$ cat src/rtl/wb_arbiter.sv
// Write-back arbiter: shares one register-file write port among MUL, ALU and LSU.
// MUL always wins. ALU/LSU contention is resolved by a 1-bit round-robin pointer.
module wb_arbiter #(
    parameter int XLEN  = 32,
    parameter int CNT_W = 16
) (
    input  logic               clk,
    input  logic               rst,
    input  logic               mul_valid,
    // Packed MUL record: bits [XLEN+4:XLEN] are rd, bits [XLEN-1:0] are the result.
    input  logic [XLEN+4:0]    mul_wb_inf,
    input  logic               alu_valid,
    input  logic [4:0]         alu_rd,
    input  logic [XLEN-1:0]    alu_result,
    output logic               alu_ready,
    input  logic               lsu_valid,
    input  logic [4:0]         lsu_rd,
    input  logic [XLEN-1:0]    lsu_result,
    output logic               lsu_ready,
    output logic               rf_we,
    output logic [4:0]         rf_waddr,
    output logic [XLEN-1:0]    rf_wdata,
    output logic [CNT_W-1:0]   stall_cnt
);

    logic             rr_q, rr_d;
    logic             rf_we_q, we_d;
    logic [4:0]       rf_waddr_q, waddr_d;
    logic [XLEN-1:0]  rf_wdata_q, wdata_d;
    logic [CNT_W-1:0] stall_cnt_q, stall_cnt_d;
    logic             alu_gnt, lsu_gnt, stall;

    // Grants are gated by reset so nothing handshakes while the block is held.
    always_comb begin
        alu_gnt = 1'b0;
        lsu_gnt = 1'b0;
        if (!rst && !mul_valid) begin
            if (alu_valid && lsu_valid) begin
                alu_gnt = ~rr_q;
                lsu_gnt = rr_q;
            end else begin
                alu_gnt = alu_valid;
                lsu_gnt = lsu_valid;
            end
        end
    end

    assign alu_ready = alu_gnt;
    assign lsu_ready = lsu_gnt;
    assign stall     = (alu_valid & ~alu_gnt) | (lsu_valid & ~lsu_gnt);

    always_comb begin
        we_d    = 1'b0;
        waddr_d = rf_waddr_q;
        wdata_d = rf_wdata_q;
        if (mul_valid) begin
            we_d    = (mul_wb_inf[XLEN+4:XLEN] != 5'd0);
            waddr_d = mul_wb_inf[XLEN+4:XLEN];
            wdata_d = mul_wb_inf[XLEN-1:0];
        end else if (alu_gnt) begin
            we_d    = (alu_rd != 5'd0);
            waddr_d = alu_rd;
            wdata_d = alu_result;
        end else if (lsu_gnt) begin
            we_d    = (lsu_rd != 5'd0);
            waddr_d = lsu_rd;
            wdata_d = lsu_result;
        end
        // Dropped x0 writes leave the visible address/data untouched.
        if (!we_d) begin
            waddr_d = rf_waddr_q;
            wdata_d = rf_wdata_q;
        end
    end

    always_comb begin
        rr_d = rr_q;
        if (alu_valid && lsu_valid && (alu_gnt || lsu_gnt)) begin
            rr_d = ~rr_q;
        end
        stall_cnt_d = stall_cnt_q;
        if (stall && (stall_cnt_q != {CNT_W{1'b1}})) begin
            stall_cnt_d = stall_cnt_q + CNT_W'(1);
        end
    end

    always_ff @(posedge clk or posedge rst) begin
        if (rst) begin
            rr_q        <= 1'b0;
            rf_we_q     <= 1'b0;
            rf_waddr_q  <= 5'd0;
            rf_wdata_q  <= '0;
            stall_cnt_q <= '0;
        end else begin
            rr_q        <= rr_d;
            rf_we_q     <= we_d;
            rf_waddr_q  <= waddr_d;
            rf_wdata_q  <= wdata_d;
            stall_cnt_q <= stall_cnt_d;
        end
    end

    assign rf_we     = rf_we_q;
    assign rf_waddr  = rf_waddr_q;
    assign rf_wdata  = rf_wdata_q;
    assign stall_cnt = stall_cnt_q;

endmodule

$ cat config.mk
export PLATFORM = sky130hd
export DESIGN_NAME = wb_arbiter
export DESIGN_NICKNAME = d
export VERILOG_FILES = /design/src/rtl/wb_arbiter.sv
export SDC_FILE = /design/constraint.sdc
export NUM_CORES = 1
export LEC_CHECK = 0
export CORE_MARGIN = 2
export CORE_UTILIZATION = 41
export DETAILED_ROUTE_END_ITERATION = 7
export PLACE_DENSITY = 0.83
export REMOVE_ABC_BUFFERS = 1
export SLEW_MARGIN = 20
export SYNTH_ARGS = -nofsm -noshare
export SYNTH_HDL_FRONTEND = slang
export SYNTH_SLANG_ARGS = --single-unit
$ cat constraint.sdc
create_clock -name clk -period 2.2 [get_ports clk]
set_input_delay 0.33 -clock clk [delete_from_list [all_inputs] [get_ports clk]]
set_output_delay 0.33 -clock clk [all_outputs]
set_load 0.1 [all_outputs]
# Yosys cells after proc, flatten, opt, wreduce, memory -nomap -nowiden
# Index checks and enable logic that the tools add are counted.
[word_totals]
output_inout_bits = 56
in_bits = 116
reg_bits = 55
[classes]
eq_ne = 1
n_mux = 13
bitwise_logic = 6
n_reduce_logical = 12
addsub = 1
[op_table]
columns = ["cell", "count"]
rows = [
  ["$mux 32", 3],
  ["$add 16x1->16 const B", 1],
  ["$ne 16x16->1 const B", 1],
  ["$mux 5", 3],
  ["$reduce_bool 5->1", 3],
  ["$mux 1", 7],
  ["$logic_and 1x1->1", 4],
  ["$not 1->1", 3],
  ["$reduce_bool 3->1", 1],
  ["$and 1x1->1", 2],
  ["$logic_not 1->1", 2],
  ["$reduce_and 2->1", 1],
  ["$logic_or 1x1->1", 1],
  ["$or 1x1->1", 1],
]

# Depth between registers and ports, before layout
[logic_depth]
ltp_word = 7
mapped_depth = 6
mapped_depth_nobuf = 5

# Worst setup path after synthesis
# Ideal clock, no wire load.
[synth_timing]
path_type = "register -> register"
startpoint = "register stall_cnt_q[4], in the netlist stall_cnt[4]"
endpoint = "register stall_cnt_q[1], in the netlist stall_cnt[1]"
arrival_time_ns = 2.361
stages_incl_launch_ff = 5
setup_time_ns = 0.126
setup_slack_ns = -0.287
cell_sequence = "dfrtp_1 and4_1 nand4_1 o21ai_0 mux2_2"
[synth_via]
elab_chain_len = 2
[synth_lines]
columns = ["element", "line_no", "rtl"]
rows = [
  ["from (decl)", "30", "logic [CNT_W-1:0] stall_cnt_q, stall_cnt_d;"],
  ["from (signal assigned)", "99", "stall_cnt_q <= stall_cnt_d;"],
  ["$ne 16x16->1", "82", "if (stall && (stall_cnt_q != {CNT_W{1'b1}})) begin"],
  ["$logic_and 1x1->1", "82", ""],
]
# No other way between the ends.
# A chain may end at the register's enable or synchronous reset.

# Worst setup path after layout
[layout_timing]
startpoint = "input rst"
endpoint = "output alu_ready"
[layout_via]
elab_chain_len = 3
[layout_lines]
columns = ["element", "line_no", "rtl"]
rows = [
  ["from (decl)", "8", "input logic rst,"],
  ["$logic_not 1->1 (no source line)", "--", ""],
  ["$logic_and 1x1->1", "37", "if (!rst && !mul_valid) begin"],
  ["$mux 1", "37", ""],
  ["to (decl)", "15", "output logic alu_ready,"],
]
# No other way between the ends.

==> metrics.csv <==
stage,metric,value,unit
status,outcome,"finished, final reports clean",
logic_synthesis,synth_seq_cells,55,
power,vdd_ir_drop_max,0.9559,mV
timing,final_max_slew_viol_count,0,
drt,dr.pass1.iters,6,
drt,drc_errors,0,
logic_synthesis,synth_flop_cell,dfrtp_1,
grt,grt_pass1_wl,17.00,mm
drt,routed_via_density,5.407,
grt,grtUsageMet1,27.05,%
clock_tree,clk_root_buffer_cell,clkbuf_8,
grt,grtUsageMet3,5.683,%
logic_synthesis,yosys_warnings,0,
setup_path,critPathLaunchType,input pin,
clock_tree,cts_setup_buffers,0,
power,power.total,0.004384,W
finish,register_area,0.001376,sq mm
setup_path,critPathArrivalTime,1.78,ns
timing,rsz0062_at_grt,no,
clock_tree,insertion_delay,0.30,ns
timing,hold_ws,0.4619,ns
finish,final_nets,616,
power,p_leak,2.393,nW
die,core_area,0.008299,sq mm
finish,diodes,0,
drt,vias,3271,
finish,syn2layout_area_growth,53.08,%
logic_synthesis,syn_area_per_cell,10.61,sq um
clock_tree,numCtsBuffers,5,
worst_hold_path,holdCritPathClass,input pin to async pin,
grt,globalRouteMet2Util,37.23,%
grt,overflow,0,
die,dieArea,0.009430,sq mm
placement,portBuffers,171,
clock_tree,cts_sinks,55,
logic_synthesis,syn_area,0.003555,sq mm
drt,wire_per_inst,16.73,um
setup_path,cp.required,1.87,ns
placement,post-place-cells,597,
power,powerDensity,805.6,mW/mm^2
clock_tree,htree_levels,2,
timing,tns,0,ns
clock_tree,cts_tree,done,
grt,grtUsageTotal,21.63,%
finish,finalNonFillerCells,605,
grt,antenna_found_initial,0,
logic_synthesis,synth_cells,335,
placement,dp_hpwl,7.651,mm
finish,drive_gt1_share,24.60,%
die,die_w,97.11,um
clock_tree,clockBufferDepth,2,
timing,fmax,0.4741,GHz
finish,multiInputGateArea,0.002053,sq mm
grt,grt_pass1_vias,3413,
die,rows,33,
logic_synthesis,async_reset_ff_share,100.0,%
timing,hold_viol_final,0,
setup_path,path_class,input pin to output port,
placement,globalplace.congestion,0.8246,
drt,drtIter0Drc,102,
timing,period_share,95.87,%
logic_synthesis,synthDistinctLibCells,33,
timing,slew_headroom,53.70,%
setup_path,cp-end-kind,output port,
timing,tightest_slew,0.6931,ns
grt,grt_busiest_layer,met2,
drt,wirelength,10.12,mm
timing,finalSetupViolCount,0,
flow_run,drv_cap,0,
finish,layout_common_cells,"113 x clkdlybuf4s50_1, 65 x buf_4, 55 x dfrtp_1",
logic_synthesis,seq_area_frac_synth,38.72,%
timing,finClkSkew,0.006077,ns
die,die_h,97.11,um
drt,ant_nets,0,
logic_synthesis,synth-edff-count,0,
grt,grt_max_degree,52,
finish,fillers,674,
setup_path,crit_fanout,27,
finish,final_common_cell,clkdlybuf4s50_1,
timing,finalCriticalPeriod,2.109,ns
die,io_pins,172,
die,start_util,42.83,%
clock_tree,clkTransAtPathRegs,0.10,ns
## sequential cells by signal, summed over array words and instances, names as in the netlist
register	cells
rf_waddr	5
rf_we	1
rf_wdata	32
rr_q	1
stall_cnt	16
## through the flow
| step | area, sq um | worst slack, ns | utilization [%] |
|---|---|---|---|
| finish | 5441 | 0.09078 | 65.57 |
| global route | 5441 | 0.01806 | 65.57 |
| CTS | 5438 | 0.03541 | 65.52 |
| detailed placement | 5305 | -0.2041 | 63.92 |
| global placement | 5305 | -0.1505 | 63.92 |
| floorplan | 3416 | -4.422 | - |
## area by class of cell
| class | instances | area share, % |
|---|---|---|
| clock buffer | 6 | 1.334 |
| clock inverter | 2 | 1.104 |
| inverter | 2 | 0.1380 |
| multi-input combinational | 249 | 37.73 |
| sequential | 55 | 25.29 |
| tap | 105 | 2.414 |
| timing repair buffer | 186 | 31.98 |
## critical path: stages
cell and delay [ns]:
clkdlybuf4s50_1 0.49, a211oi_4 0.33, buf_6 0.24, and2_1 0.20, buf_12 0.18
## final timing paths
kind	start	endpoint	slack, ns	cells past startpoint
max	rst	alu_ready	0.09	5
min	rst	stall_cnt[0]	0.46	3
max reg2reg	rr_q	rf_wdata[24]	0.20	5
min reg2reg	stall_cnt[7]	stall_cnt[7]	0.51	1
max in group asynchronous	rst	rf_wdata[24]	1.26	4
min in group clk	stall_cnt[7]	stall_cnt[7]	0.51	1
## routing by layer
layer | routed length (um) | part of all wire, %
met1 | 4263 | 42
met2 | 4892 | 48
met3 | 758 | 7.5
met4 | 204 | 2.0
met5 | 0 | 0
## cell families (layout without fill, tap and decap cells)
logic type,after synthesis,after routing,synth area share (%)
buf+inv,31,196,4.118
fa+ha+maj,1,1,0.3519
xor+xnor,16,16,3.942
compound gates,91,91,20.52
flops,55,55,38.72
mux,38,38,14.04
simple gates,103,103,18.30
## report_power, final
part / switching [W] / internal, W / total (W)
logic: 0.00158 / 0.000713 / 0.00229
registers: 0.000143 / 0.00118 / 0.00132
clock network: 0.000314 / 0.000455 / 0.000769
total: 0.00204 / 0.00235 / 0.00438
## synth_stat cells, types with 2 or more instances
library cell	number	share of area (%)
dfrtp_1	55	39
and3_1	43	7.6
a21boi_0	37	7.8
nand2b_1	37	6.5
o31a_1	37	9.1
mux2_2	19	6.0
mux2_4	19	8.0
clkbuf_1	17	1.8
xnor2_1	16	3.9
buf_2	6	0.84
o211ai_1	6	1.3
nand4_1	5	0.88
and4_1	3	0.74
buf_1	3	0.32
buf_6	3	0.95
nor2_1	3	0.32
o21ai_0	3	0.42
a211oi_2	2	0.70
and2_1	2	0.35
inv_1	2	0.21
nand2_1	2	0.21
nand3_1	2	0.28
o2111ai_1	2	0.49
or4_1	2	0.42
## what timing repair did
| action | 4_1_cts | 5_1_grt |
|---|---|---|
| hold buffers | 0 | 0 |
| setup endpoints to repair | 0 | 1 |
| resized for setup | 0 | 1 |
Power figures use the tool's default switching activity.
